[src/rtl/sumofeven_inverse.sv]
// sumofeven_inverse: finds the largest even term k (0..14) whose running
// even-sum 2+4+...+k does not exceed a captured target S. One term is added
// per clock. The result is reported with an exact-match flag and an
// out-of-range flag, behind a start/done handshake.
module sumofeven_inverse (
  input  logic       clk,
  input  logic       rst,
  input  logic       start,
  input  logic [6:0] S,
  output logic [3:0] N,
  output logic       exact,
  output logic       ovf,
  output logic       busy,
  output logic       done
);

  localparam logic [1:0] IDLE = 2'd0;
  localparam logic [1:0] ACC  = 2'd1;
  localparam logic [1:0] DONE = 2'd2;

  localparam logic [3:0] K_MAX   = 4'd14;
  localparam logic [6:0] SUM_MAX = 7'd56;

  logic [1:0] state;
  logic [6:0] s_reg;
  logic [6:0] acc;
  logic [3:0] k;

  logic [7:0] next_sum;
  logic       step;

  // Candidate sum if the next even term is added; 8 bits so 56+16 cannot wrap.
  function automatic logic [7:0] add_term(input logic [6:0] a, input logic [3:0] t);
    add_term = {1'b0, a} + {4'b0000, t} + 8'd2;
  endfunction

  // Decide whether another term still fits under the captured target.
  always_comb begin
    next_sum = add_term(acc, k);
    step     = (k < K_MAX) && (next_sum <= {1'b0, s_reg});
  end

  // Control FSM with the search registers and the held result outputs.
  always_ff @(posedge clk or posedge rst) begin
    if (rst) begin
      state <= IDLE;
      s_reg <= '0;
      acc   <= '0;
      k     <= '0;
      N     <= '0;
      exact <= 1'b0;
      ovf   <= 1'b0;
      busy  <= 1'b0;
      done  <= 1'b0;
    end else begin
      case (state)
        IDLE: begin
          if (start) begin
            s_reg <= S;
            acc   <= '0;
            k     <= '0;
            busy  <= 1'b1;
            state <= ACC;
          end
        end
        ACC: begin
          if (step) begin
            acc <= next_sum[6:0];
            k   <= k + 4'd2;
          end else begin
            // Outputs change only here, so they stay stable through IDLE.
            N     <= k;
            exact <= (acc == s_reg);
            ovf   <= (s_reg > SUM_MAX);
            done  <= 1'b1;
            state <= DONE;
          end
        end
        DONE: begin
          done  <= 1'b0;
          busy  <= 1'b0;
          state <= IDLE;
        end
        default: begin
          done  <= 1'b0;
          busy  <= 1'b0;
          state <= IDLE;
        end
      endcase
    end
  end

endmodule
[config.mk]
export PLATFORM = sky130hd
export DESIGN_NAME = sumofeven_inverse
export DESIGN_NICKNAME = d
export VERILOG_FILES = /design/src/rtl/sumofeven_inverse.sv
export SDC_FILE = /design/constraint.sdc
export NUM_CORES = 1
export LEC_CHECK = 0
export CELL_PAD_IN_SITES_DETAIL_PLACEMENT = 1
export CELL_PAD_IN_SITES_GLOBAL_PLACEMENT = 1
export CORE_ASPECT_RATIO = 0.6
export CORE_UTILIZATION = 43
export CTS_BUF_LIST = sky130_fd_sc_hd__clkbuf_16
export CTS_CLUSTER_DIAMETER = 60
export CTS_CLUSTER_SIZE = 25
export DETAILED_ROUTE_END_ITERATION = 10
export GPL_TIMING_DRIVEN = 0
export PLACE_DENSITY = 0.82
export SKIP_CTS_REPAIR_TIMING = 1
export SLEW_MARGIN = 20
export SYNTH_ARGS = -nofsm -noshare
export SYNTH_HDL_FRONTEND = slang
export SYNTH_SLANG_ARGS = --single-unit
[constraint.sdc]
create_clock -name clk -period 3.9 [get_ports clk]
set_clock_uncertainty 0.15 [all_clocks]
set_input_delay 0.78 -clock clk [delete_from_list [all_inputs] [get_ports clk]]
set_output_delay 0.78 -clock clk [all_outputs]
set_load 0.05 [all_outputs]
==> results_dict.tcl <==
set metrics [dict create \
    cts_tree "yes" \
    area_growth_pct 20.58 \
    r2r_cells 13 \
    synth-seq-cells 26 \
    antennaDiodeCount 0 \
    crit_type "flop to flop" \
    place_area_sq_um 1779 \
    max_clock_freq_mhz 270.2 \
    grt_setup_unrepaired "no" \
    place_hpwl_mm 3.003 \
    io_pins 18 \
    die_area_sq_um 3887 \
    r2r_start "acc[3]" \
    firstDrtPassIters 3 \
    synthArstFlopShare_pct 100.0 \
    yosysSeqAreaShare_pct 41.63 \
    drt_iter0_drc 46 \
    setup-violations-final 0 \
    clk_latency_ns 0.27 \
    postRouteWirelength_mm 3.846 \
    fin_crit_sh_pct 94.90 \
    final.setup.tns_ns 0 \
    maxCapViolCount 0 \
    die_w_microns 79.83 \
    row_count 16 \
    grt-ovfl-total 0 \
    synth_edf_count 0 \
    crit_fanout 10 \
    netlist_area_sq_um 1563 \
    core-area_sq_um 3363 \
    drtAntennaViolNets 0 \
    grt_pass1_wl_mm 6.624 \
    worst_setup_path_end_kind "flop" \
    antenna_found_initial 0 \
    initial_core_util_pct 46.47 \
    min-delay-start "done" \
    cp.arrival_ns 3.73 \
    worst_slew_pin_slew_ns 0.9646 \
    cts_max_level 1 \
    cts_root_buffer "clkbuf_16" \
    outcome "finished, final reports clean" \
    clockBufferDepth 2 \
    hold_viol 0 \
    final_area_sq_um 1884 \
    die_y_microns 48.70 \
    netlist_instances 147 \
    period_needed_ns 3.701 \
    relSlewSlack_pct 35.30 \
    ys.flop_type "dfrtp_1" \
    wl_per_cell_microns 18.14 \
    synth_nets 173 \
    port_buffers 16 \
    drc 0 \
    final_max_slew_viol_count 0 \
    cp_data_required_time_ns 3.93 \
    worstSetupStartpointType "flop" \
    holdPathEnd "done" \
    final_net_count 194 \
    timing.rr.end "acc[5]" \
    drive_above_1_share_pct 14.97 \
    grtUsageTotal_pct 23.12 \
    ys_types 34 \
    vias 1132 \
    gp_congestion 0.8400 \
    rrSetupSlack_ns 0.20 \
    clkSinkCount 26 \
    cts.reportedPaths.clkPinSlew_ns 0.07 \
    grt_max_degree 27 \
    viasPerCell 5.340 \
    cts_buffers 3 \
    grt_pass1_vias 1312 \
    yosys_warnings 0 \
    hold_depth 1 \
    hold_class "flop to flop" \
    avgSynthCellArea_sq_um 10.63 \
]
-- cells in the mapped netlist, drive strengths merged (2+ instances only) --
cell	count	share of area, %
o21ai	11	3.8
buf	3	1.7
nand3	3	0.96
nand2b	3	1.2
o211ai	2	0.96
xor2	3	1.7
nand4	2	0.80
dfrtp	26	42
xnor2	7	3.9
conb	2	0.48
inv	17	4.1
ha	15	12
nor4	2	1.8
nor3	2	1.4
nor2b	3	2.2
a21oi	6	2.2
mux2i	3	1.9
mux2	11	8.9
nor2	4	0.96
nand2	15	3.6
-- cells in the final DEF, fill, tap and decap left out, drive strengths merged, types with 3 or more instances in the layout --
| master | n |
|---|---|
| clkbuf | 4 |
| dfrtp | 26 |
| a21oi | 6 |
| nor2 | 4 |
| o21ai | 11 |
| mux2 | 11 |
| ha | 15 |
| xor2 | 3 |
| nor2b | 3 |
| nand3 | 3 |
| nand2 | 15 |
| nand2b | 3 |
| mux2i | 3 |
| xnor2 | 7 |
| inv | 16 |
| clkdlybuf4s50 | 16 |
| buf | 3 |
-- worst max-delay path, cell delays in order (launching register included) --
cell and delay, ns:
dfrtp_1 0.42, ha_1 0.31, ha_1 0.34, a21oi_1 0.32, nor2b_1 0.12, o21ai_0 0.27
xnor2_1 0.19, ha_1 0.31, a21oi_1 0.16, a21oi_1 0.15, nor4_4 0.42, buf_4 0.26
o21ai_0 0.09, o21ai_0 0.10
-- per-layer routing --
metal | vias up | global-route usage, % | routed length, microns | share of wire, %
met5 | - | 0 | 0 | 0
li1 | 528 | - | - | -
met1 | 583 | 29.57 | 1805 | 47
met3 | 6 | 5.094 | 94 | 2.4
met2 | 15 | 40.03 | 1903 | 49
met4 | 0 | 5.060 | 42 | 1.1
-- per-stage QoR --
stage	utilization, %	worst slack, ns	hold WS [ns]	instances
6_report	56.03	0.1991	0.3484	212
5_1_grt	56.03	0.02201	0.3601	212
4_1_cts	56.03	0.1751	0.3488	212
3_5_place_dp	52.90	0.2636	0.3327	208
3_3_place_gp	52.90	0.4518	0.3202	208
2_1_floorplan	-	0.6717	0.3084	147
-- logic make-up (layout without fill, tap and decap cells) --
logic type,Yosys count,count (layout),synth area share [%]
muxes,14,14,10.81
DFF,26,26,41.63
adders and majority gates,16,16,13.29
other,2,2,0.4806
xor gates and xnor gates,10,10,5.605
and+or+nand+nor,36,36,13.69
AOI/OAI and AO/OA,22,22,8.487
buffers and inverters,21,41,6.004
-- worst max path at each step --
stage | startpoint | end | slack, ns | cells after the start
final | acc[3] | acc[5] | 0.20 | 13
after global routing | acc[3] | acc[5] | 0.02 | 14
after CTS | acc[3] | acc[5] | 0.18 | 14
after detailed placement | k[2] | acc[5] | 0.26 | 15
after global placement | k[2] | acc[5] | 0.45 | 15
after floorplan | k[2] | N[1] | 0.67 | 14
-- area by class of cell --
cell class / instances / area (sq um)
Inverter: 17 / 63.81
Clock buffer: 3 / 75.07
Fill cell: 379 / 1479
Buffer: 4 / 30.03
Sequential cell: 26 / 650.6
Multi-Input combinational cell: 100 / 818.3
Clock inverter: 1 / 30.03
Tap cell: 45 / 56.30
Timing Repair Buffer: 16 / 160.2
Power is not shown: default switching activity piles up to over one toggle a cycle in this logic, so the estimate is an artifact.
